File: src/rtl/bus_master_if_pkg.sv
// Shared constants for the bus master interface unit: bus direction codes,
// FSM state encodings and the timeout counter width helper.
package bus_master_if_pkg;

  // Bus direction codes carried on bus_rw / cpu_rw
  localparam logic BUS_READ  = 1'b1;
  localparam logic BUS_WRITE = 1'b0;

  // FSM state encodings (3-bit, legacy-compatible constants)
  localparam logic [2:0] BMI_IDLE   = 3'd0;
  localparam logic [2:0] BMI_REQ    = 3'd1;
  localparam logic [2:0] BMI_ACCESS = 3'd2;
  localparam logic [2:0] BMI_WAIT   = 3'd3;
  localparam logic [2:0] BMI_DONE   = 3'd4;

  // Width of a counter that must reach 'timeout' without wrapping; never below 1 bit
  function automatic int cnt_width(input int timeout);
    int w;
    w = $clog2(timeout + 1);
    return (w < 1) ? 1 : w;
  endfunction

endpackage

File: src/rtl/bus_master_if_if.sv
// Bus-side signal bundle between a bus master and the arbiter/slave fabric.
// The master modport is the initiator view; the slave modport is the fabric view.
interface bus_master_if_if #(
  parameter int ADDR_W = 30,
  parameter int DATA_W = 32
);

  logic              bus_req;
  logic              bus_grnt;
  logic [ADDR_W-1:0] bus_addr;
  logic              bus_as;
  logic              bus_rw;
  logic [DATA_W-1:0] bus_wr_data;
  logic              bus_rdy;
  logic [DATA_W-1:0] bus_rd_data;

  modport master (
    output bus_req,
    output bus_addr,
    output bus_as,
    output bus_rw,
    output bus_wr_data,
    input  bus_grnt,
    input  bus_rdy,
    input  bus_rd_data
  );

  modport slave (
    input  bus_req,
    input  bus_addr,
    input  bus_as,
    input  bus_rw,
    input  bus_wr_data,
    output bus_grnt,
    output bus_rdy,
    output bus_rd_data
  );

endinterface

File: src/rtl/bus_master_if.sv
// Bus master interface unit: takes one single-word access from the core,
// requests the bus, issues a one-cycle address strobe once granted, waits for
// the slave's ready (with optional timeout) and returns read data to the core.
module bus_master_if
  import bus_master_if_pkg::*;
#(
  parameter int ADDR_W  = 30,
  parameter int DATA_W  = 32,
  parameter int TIMEOUT = 255
) (
  input  logic              clk,
  input  logic              rest,
  input  logic              cpu_as,
  input  logic              cpu_rw,
  input  logic [ADDR_W-1:0] cpu_addr,
  input  logic [DATA_W-1:0] cpu_wr_data,
  output logic [DATA_W-1:0] cpu_rd_data,
  output logic              cpu_busy,
  output logic              cpu_err,
  bus_master_if_if.master   bus
);

  localparam int CNT_W = cnt_width(TIMEOUT);
  localparam logic [CNT_W:0] TIMEOUT_EXT = TIMEOUT[CNT_W:0];

  logic [2:0]       state;
  logic [CNT_W-1:0] cnt;
  logic [CNT_W:0]   cnt_inc;
  logic [CNT_W-1:0] cnt_sat;
  logic             timed_out;
  logic             complete;
  logic             abort;

  // Counter arithmetic is one bit wider so saturation and the TIMEOUT compare never see a wrap
  always_comb begin
    cnt_inc   = {1'b0, cnt} + (CNT_W + 1)'(1);
    cnt_sat   = cnt_inc[CNT_W] ? cnt : cnt_inc[CNT_W-1:0];
    timed_out = (TIMEOUT != 0) && (cnt_inc >= TIMEOUT_EXT);
  end

  // Access ends on ready in ACCESS/WAIT; ready wins over a timeout in the same cycle
  always_comb begin
    complete = bus.bus_rdy && ((state == BMI_ACCESS) || (state == BMI_WAIT));
    abort    = !bus.bus_rdy && (state == BMI_WAIT) && timed_out;
  end

  // Core stall: asserted as soon as a request is seen in IDLE, released in DONE
  assign cpu_busy = ((state == BMI_IDLE) && cpu_as) ||
                    (state == BMI_REQ) || (state == BMI_ACCESS) || (state == BMI_WAIT);

  // Access sequencer: latches the request, drives the bus and returns the result
  always_ff @(posedge clk or posedge rest) begin
    if (rest) begin
      state           <= BMI_IDLE;
      cnt             <= '0;
      cpu_rd_data     <= '0;
      cpu_err         <= 1'b0;
      bus.bus_req     <= 1'b0;
      bus.bus_as      <= 1'b0;
      bus.bus_rw      <= BUS_READ;
      bus.bus_addr    <= '0;
      bus.bus_wr_data <= '0;
    end else begin
      // Strobe and error are single-cycle pulses unless re-armed below
      bus.bus_as <= 1'b0;
      cpu_err    <= 1'b0;

      case (state)
        BMI_IDLE: begin
          if (cpu_as) begin
            bus.bus_addr    <= cpu_addr;
            bus.bus_rw      <= cpu_rw;
            bus.bus_wr_data <= cpu_wr_data;
            bus.bus_req     <= 1'b1;
            state           <= BMI_REQ;
          end
        end
        BMI_REQ: begin
          // No timeout while waiting for the arbiter
          if (bus.bus_grnt) begin
            bus.bus_as <= 1'b1;
            state      <= BMI_ACCESS;
          end
        end
        BMI_ACCESS: begin
          if (!bus.bus_rdy) begin
            cnt   <= CNT_W'(1);
            state <= BMI_WAIT;
          end
        end
        BMI_WAIT: begin
          if (!bus.bus_rdy) begin
            cnt <= cnt_sat;
          end
        end
        BMI_DONE: begin
          // Single cycle; a still-high cpu_as is deliberately ignored here
          cnt   <= '0;
          state <= BMI_IDLE;
        end
        default: begin
          state <= BMI_IDLE;
        end
      endcase

      if (complete) begin
        bus.bus_req <= 1'b0;
        if (bus.bus_rw != BUS_WRITE) begin
          cpu_rd_data <= bus.bus_rd_data;
        end
        state <= BMI_DONE;
      end

      if (abort) begin
        bus.bus_req <= 1'b0;
        cpu_rd_data <= '0;
        cpu_err     <= 1'b1;
        state       <= BMI_DONE;
      end
    end
  end

endmodule

File: src/flat_wrapper.sv
// flat-port wrapper written by rule: the top's interface ports become plain ports
module bus_master_if_flat import bus_master_if_pkg::*;
#(
  parameter int ADDR_W  = 30,
  parameter int DATA_W  = 32,
  parameter int TIMEOUT = 255
)
  (clk, rest, cpu_as, cpu_rw, cpu_addr, cpu_wr_data, cpu_rd_data, cpu_busy, cpu_err, bus_bus_req, bus_bus_addr, bus_bus_as, bus_bus_rw, bus_bus_wr_data, bus_bus_grnt, bus_bus_rdy, bus_bus_rd_data);
  bus_master_if_if #(.ADDR_W(ADDR_W), .DATA_W(DATA_W)) bus_i ();
  input  logic clk;
  input  logic rest;
  input  logic cpu_as;
  input  logic cpu_rw;
  input  logic [ADDR_W-1:0] cpu_addr;
  input  logic [DATA_W-1:0] cpu_wr_data;
  output logic [DATA_W-1:0] cpu_rd_data;
  output logic cpu_busy;
  output logic cpu_err;
  output wire logic [$bits(bus_i.bus_req)-1:0] bus_bus_req;
  output wire logic [$bits(bus_i.bus_addr)-1:0] bus_bus_addr;
  output wire logic [$bits(bus_i.bus_as)-1:0] bus_bus_as;
  output wire logic [$bits(bus_i.bus_rw)-1:0] bus_bus_rw;
  output wire logic [$bits(bus_i.bus_wr_data)-1:0] bus_bus_wr_data;
  input wire logic [$bits(bus_i.bus_grnt)-1:0] bus_bus_grnt;
  input wire logic [$bits(bus_i.bus_rdy)-1:0] bus_bus_rdy;
  input wire logic [$bits(bus_i.bus_rd_data)-1:0] bus_bus_rd_data;
  assign bus_bus_req = bus_i.bus_req;
  assign bus_bus_addr = bus_i.bus_addr;
  assign bus_bus_as = bus_i.bus_as;
  assign bus_bus_rw = bus_i.bus_rw;
  assign bus_bus_wr_data = bus_i.bus_wr_data;
  assign bus_i.bus_grnt = bus_bus_grnt;
  assign bus_i.bus_rdy = bus_bus_rdy;
  assign bus_i.bus_rd_data = bus_bus_rd_data;
  bus_master_if #(.ADDR_W(ADDR_W), .DATA_W(DATA_W), .TIMEOUT(TIMEOUT)) u_core (.clk(clk), .rest(rest), .cpu_as(cpu_as), .cpu_rw(cpu_rw), .cpu_addr(cpu_addr), .cpu_wr_data(cpu_wr_data), .cpu_rd_data(cpu_rd_data), .cpu_busy(cpu_busy), .cpu_err(cpu_err), .bus(bus_i));
endmodule
File: config.mk
export PLATFORM = sky130hd
export DESIGN_NAME = bus_master_if_flat
export DESIGN_NICKNAME = d
export VERILOG_FILES = /design/src/rtl/bus_master_if_pkg.sv /design/src/rtl/bus_master_if_if.sv /design/src/rtl/bus_master_if.sv /design/src/flat_wrapper.sv
export SDC_FILE = /design/constraint.sdc
export NUM_CORES = 1
export LEC_CHECK = 0
export BUFFER_PORTS_ARGS = -buffer_cell sky130_fd_sc_hd__clkbuf_2
export CAP_MARGIN = 5
export CORE_ASPECT_RATIO = 0.9
export CORE_UTILIZATION = 50
export DETAILED_ROUTE_END_ITERATION = 10
export PLACE_DENSITY = 0.9
export SETUP_SLACK_MARGIN = 0.3
export SLEW_MARGIN = 10
export SYNTH_ARGS = -nofsm -noshare
export SYNTH_HDL_FRONTEND = slang
export SYNTH_SLANG_ARGS = --single-unit
File: constraint.sdc
create_clock -name clk -period 9.45 [get_ports clk]
set_input_delay 1.89 -clock clk [delete_from_list [all_inputs] [get_ports clk]]
set_output_delay 1.89 -clock clk [all_outputs]
set_load 0.03 [all_outputs]
==> flow_summary.yaml, run 1 <==
global_route:
  grt_max_degree: 67
  grt_usage_pct: 22.8
  grt_overflow: 0
  grt_pass1_vias: 3514
  grt_antenna_before_repair: 0
  global_route_wire_length_before_repair_mm: 17.3
clocking:
  tritoncts.num_buffers: 9
  cts_tree: "built"
  max-clock-path-buffers: 2
  clock_pin_slew_of_the_registers_on_the_worst_case_setup_and_hold_paths_ps: 100
  clock_sink_count: 109
  cts.repair_timing.setup_buffer_count: 0
  htree_levels: 3
  post_cts.resized_instances: 0
  clock-root-buffer: "clkbuf_8"
  clk_latency_ps: 360
  cts_hold_buffers: 0
drt:
  first_pass_detailed_route_iteration_total: 4
  routed_wl_mm: 10.8
  routed_wire_length_per_instance_um: 15.7
  detail_route.drc_violations: 0
  drtAntennaViolNets: 0
  via_count: 3476
  viasPerCell: 5.06
  first_iter_violations: 137
critical_path:
  worst_r2r_endpoint: "u_core.bus.bus_req"
  path_max_fanout: 2
  cp_data_required_time_ps: 7560
  path_class: "in2out"
  crit-reg2reg-launch: "u_core.cnt[0]"
  cell_count_of_the_worst_reg_to_reg_path: 7
  setup.worst_path.start_class: "input port"
  crit_path_start: "cpu_as"
  worst-r2r-setup-slack_ps: 6870
  worstSetupEndpoint: "cpu_busy"
  critPathArrivalTime_ps: 2460
  worst_setup_path_end_kind: "output port"
floorplan:
  boundaryPins: 199
  coreArea_mm2: 0.00908
  floorplan.die_area_mm2: 0.00974
  initial_core_util_pct: 51.4
  fp.dieW_um: 104
  rows: 33
  dieHeight_um: 93.7
timing:
  final_worst_path_cycle_share_pct: 46.0
  clock_skew_ps: 15.3
  finalSetupTns_ps: 0
  hold_viol: 0
  worstMarginPinSlew_ps: 1100
  max_slew_margin_pct: 26.2
  final_period_minus_worst_setup_slack_ps: 4350
  rsz_0062_raised_after_global_routing: "no"
  fmax_mhz: 230
  slew_viol_final: 0
  setup_viol: 0
  crit_path_setup_slack_layout_ps: 5100
finish:
  post_layout_nonfiller_instances: 687
  multi_input_gate_area_in_the_final_layout_mm2: 0.00178
  postLayoutCoreUtil_pct: 64.7
  ff_latch_area_mm2: 0.00273
  n_antenna_cell: 0
  layout_net_count: 663
  layout.cells.most_common: "clkbuf_2"
  layout-drive-gt1-share_pct: 57.2
  layout_common_cells: "clkbuf_2 (198), dfrtp_1 (108), nand2_1 (69), mux2_2 (65), a21oi_2 (29)"
  fillers: 712
  layout-area-overhead-vs-synth_pct: 25.7
synth:
  most_common_flop_cell_mapped_by_yosys: "dfrtp_1"
  syn-cell-area_mm2: 0.00467
  synth_edf_count: 0
  post_synth_main_area_contributors: "dfrtp_1 (58%), mux2_2 (16%), nand2_1 (5.5%)"
  synth_top_area_cell: "dfrtp_1"
  post_synth_inst_count: 374
  syn-num-nets: 476
  synth.yosys.seq_area_share_pct: 58.4
  fraction_of_registers_with_async_set_or_reset_after_synthesis_pct: 100
  synth_cell_types: 48
  synthesis.yosys.warnings: 0
  yosysTopAreaCellShare_pct: 57.8
  synthesis.area_per_instance_um2: 12.5
  synth-seq-cells: 109
worst_hold_path:
  hold_class: "reg2reg"
power:
  pwr_density_cell_mw_per_mm2: 368
  p_leak_nw: 2.88
  vdd_ir_drop_max_uv: 237
placed_design:
  dp_worst_setup_slack_ps: 5120
  placement.io_buffers: 198
  dpl.hpwl_mm: 7.98
  place_inst: 672
  gp_congestion: 0.844
status:
  status: "finished clean"
flow_run:
  cap_viol_max_count: 0
[how the worst min path moves through the flow]
stage,to,startpoint,cells after the start
floorplan,u_core.cnt[7],u_core.cnt[7],1
global placement,u_core.cnt[7],u_core.cnt[7],1
detailed placement,u_core.cnt[7],u_core.cnt[7],1
CTS,u_core.cnt[7],u_core.cnt[7],1
global route,u_core.cnt[7],u_core.cnt[7],1
finish,u_core.cnt[7],u_core.cnt[7],1
[worst max-delay path, stage by stage]
cell	delay, ps
clkbuf_2	90
nor3_1	210
nor2_1	70
clkbuf_2	190
[sequential cells by signal, summed over array words and instances (netlist names)]
register,flops
u_core.bus.bus_rw,1
u_core.bus.bus_addr,30
u_core.cpu_rd_data,32
u_core.bus.bus_req,1
u_core.cpu_err,1
u_core.bus.bus_wr_data,32
u_core.cnt,8
u_core.state,3
u_core.bus.bus_as,1
[final cells by class]
type	instances	area share [%]
multi-input cells	233	30.3
clock inverters	5	0.724
clock buffers	10	2.17
inverters	7	0.490
repair buffers	201	17.3
flip-flops and latches	109	46.5
well taps	122	2.60
[Yosys cell counts (all sizes together), types with 3 or more instances]
master / count
dfrtp: 108
nor2: 7
clkbuf: 6
o21ai: 6
and2: 3
mux2i: 3
mux2: 65
buf: 19
nand2: 69
a21oi: 37
and3: 3
inv: 7
[where the power goes]
group	internal, W	leakage, nW	switching, W
clock	0.0000981	0.0837	0.000157
combinational	0.000383	1.47	0.000707
sequential	0.000680	1.33	0.000135
[kinds of logic (layout without fill, tap and decap cells)]
logic type,after synthesis,count (layout),synth area share (%)
buffers and inverters,32,223,3.67
AOI/OAI and AO/OA,62,62,11.1
DFF,109,109,58.4
muxes,68,68,16.3
adders and majority gates,2,2,0.535
and+or+nand+nor,101,101,9.99
[layer usage]
metal / global-route usage (%) / part of all wire (%)
met1: 27.8 / 42
met2: 39.3 / 52
met3: 6.45 / 4.7
met4: 7.50 / 2.1
met5: 0 / 0
[through the flow]
stage / hold slack [ps] / area [um^2] / total power [W]
global route: 513 / 5870 / 0.00228
finish: 483 / 5870 / 0.00216
global placement: 460 / 5700 / 0.00187
CTS: 490 / 5870 / 0.00218
detailed placement: 466 / 5700 / 0.00192
floorplan: 444 / 4670 / 0.00160
(Power assumes the default switching activity.)
==> run 2, diff against run 1 <==
- CORE_UTILIZATION: 50 -> 43
- PLACE_DENSITY: 0.9 -> 0.83
- clock period: 9.45 -> 3.95 ns (I/O delays scaled with it)
==> flow_summary.yaml, run 2 (same netlist as run 1, synthesis figures left out) <==
clocking:
  clock_sink_count: 109
  max-clock-path-buffers: 2
  clock-root-buffer: "clkbuf_16"
  clock_pin_slew_of_the_registers_on_the_worst_case_setup_and_hold_paths_ps: 70
  cts.repair_timing.setup_buffer_count: 0
  cts_hold_buffers: 0
  cts_tree: "built"
  clk_latency_ps: 340
  htree_levels: 3
  tritoncts.num_buffers: 9
  post_cts.resized_instances: 0
power:
  switching_share_of_power_pct: 44.6
  power_switching_w: 0.00239
  vdd_ir_drop_max_uv: 508
  p_seq_share_pct: 36.3
  pwr_density_cell_mw_per_mm2: 895
  power_frac_comb_pct: 48.3
  p_leak_nw: 2.93
  intPower_w: 0.00298
  share_clk_of_total_power_pct: 15.3
global_route:
  grt_usage_pct: 19.3
  grt_overflow: 0
  grt_antenna_before_repair: 0
  grt_pass1_vias: 3538
  global_route_wire_length_before_repair_mm: 17.2
  grt_max_degree: 61
drt:
  detail_route.drc_violations: 10
  routed_wl_mm: 10.5
  first_iter_violations: 156
  routed_wire_length_per_instance_um: 15.1
  drtAntennaViolNets: 0
  via_count: 3526
  viasPerCell: 5.07
  first_pass_detailed_route_iteration_total: 10
status:
  status: "complete, but fails checks"
  failed_checks: "DRC"
finish:
  layout-area-overhead-vs-synth_pct: 28.5
  postLayoutCoreUtil_pct: 57.6
  n_antenna_cell: 0
  layout_common_cells: "clkbuf_2 (198), dfrtp_1 (108), nand2_1 (69), mux2_2 (65), a21oi_2 (29)"
  layout_net_count: 664
  largest_registers: "u_core.bus.bus_wr_data x32, u_core.cpu_rd_data x32, u_core.bus.bus_addr x30"
  fin_area_mm2: 0.00600
  layout.cells.most_common: "clkbuf_2"
  layout-drive-gt1-share_pct: 57.3
  fillers: 863
worst_hold_path:
  launch_instance_of_the_worst_min_delay_path: "u_core.cnt[7]"
  hold_class: "reg2reg"
floorplan:
  initial_core_util_pct: 44.8
  floorplan.die_area_mm2: 0.0113
  rows: 35
  boundaryPins: 199
  dieHeight_um: 101
  fp.dieW_um: 112
  coreArea_mm2: 0.0104
placed_design:
  placement.io_buffers: 198
  post_dp_cell_area_mm2: 0.00573
  gp_congestion: 0.817
  dpl.hpwl_mm: 7.68
critical_path:
  path_max_fanout: 37
  worst_setup_path_end_kind: "flop"
  critical_path.max_stage_delay_ps: 540
  crit_path_start: "u_core.cnt[0]"
  setup.worst_path.start_class: "flop"
  crit-reg2reg-launch: "u_core.cnt[0]"
  critical_path.cell_chain: "ha_1, and3_1, o21ai_4, a2111oi_4, buf_4, a2111oi_0"
  cp_data_required_time_ps: 4140
  crit_slowest_cell: "dfrtp_1"
  path_class: "reg2reg"
  critPathArrivalTime_ps: 2700
timing:
  finalSetupTns_ps: 0
  max_slew_margin_pct: 25.9
  hold_viol: 0
  rsz_0062_raised_after_global_routing: "no"
  clock_skew_ps: 8.65
  fmax_mhz: 397
  final_period_minus_worst_setup_slack_ps: 2520
  worstMarginPinSlew_ps: 1110
  final_worst_path_cycle_share_pct: 63.7
  setup_viol: 0
  slew_viol_final: 0
flow_run:
  cap_viol_max_count: 0
==> run 2: cell count changes in the layout (fill, tap and decap cells not counted), sizes merged <==
cell | before | now
buf | 3 | 4
clkinv | 1 | 3
clkinvlp | 1 | 4
inv | 10 | 6
==> run 2: power groups by stage <==
stage	registers, W	logic, W	clock network [W]
finish	0.00195	0.00259	0.000824
global route	0.00202	0.00276	0.000902
CTS	0.00195	0.00262	0.000853
detailed placement	0.00197	0.00263	0
global placement	0.00193	0.00256	0
floorplan	0.00287	0.000954	0
==> run 2: metal layers <==
metal	share of wire [%]	wire, um	global-route usage, %
met5	0	0	0
met4	1.9	199	8.00
met3	6.9	721	5.35
met2	49	5170	32.0
met1	42	4430	24.0
==> run 2: path summary, 6_finish.rpt <==
check	slack [ps]	end	cells past startpoint
min	480	u_core.cnt[7]	1
min in group asynchronous	670	u_core.bus.bus_wr_data[28]	2
max	1430	u_core.state[1]	6
max in group asynchronous	2450	u_core.cpu_rd_data[4]	3
max reg2reg	1430	u_core.state[1]	6
min reg2reg	480	u_core.cnt[7]	1
==> run 2: cell type report <==
cell class | count | area (um^2) | share of cell area, %
repair buffers | 202 | 1030 | 17.2
clock inverters | 6 | 41.3 | 0.688
flip-flops and latches | 109 | 2730 | 45.5
clock buffers | 10 | 229 | 3.81
inverters | 7 | 30.0 | 0.500
well taps | 129 | 161 | 2.69
multi-input cells | 233 | 1780 | 29.6
==> run 2: critical path, delay by kind of cell, from the launching register on <==
kind	cells	cell delay, ps
flops	1	540
compound gates	3	580
buf+inv	1	510
simple gates	1	400
fa+ha+maj	1	330
==> run 2: metrics by stage <==
step / std cells / worst slack [ps] / hold WS (ps) / power [W]
floorplan: 374 / 1750 / 444 / 0.00382
global placement: 680 / 1470 / 465 / 0.00449
detailed placement: 680 / 1390 / 470 / 0.00459
CTS: 696 / 1450 / 478 / 0.00543
global route: 696 / 1260 / 510 / 0.00568
finish: 696 / 1430 / 477 / 0.00537
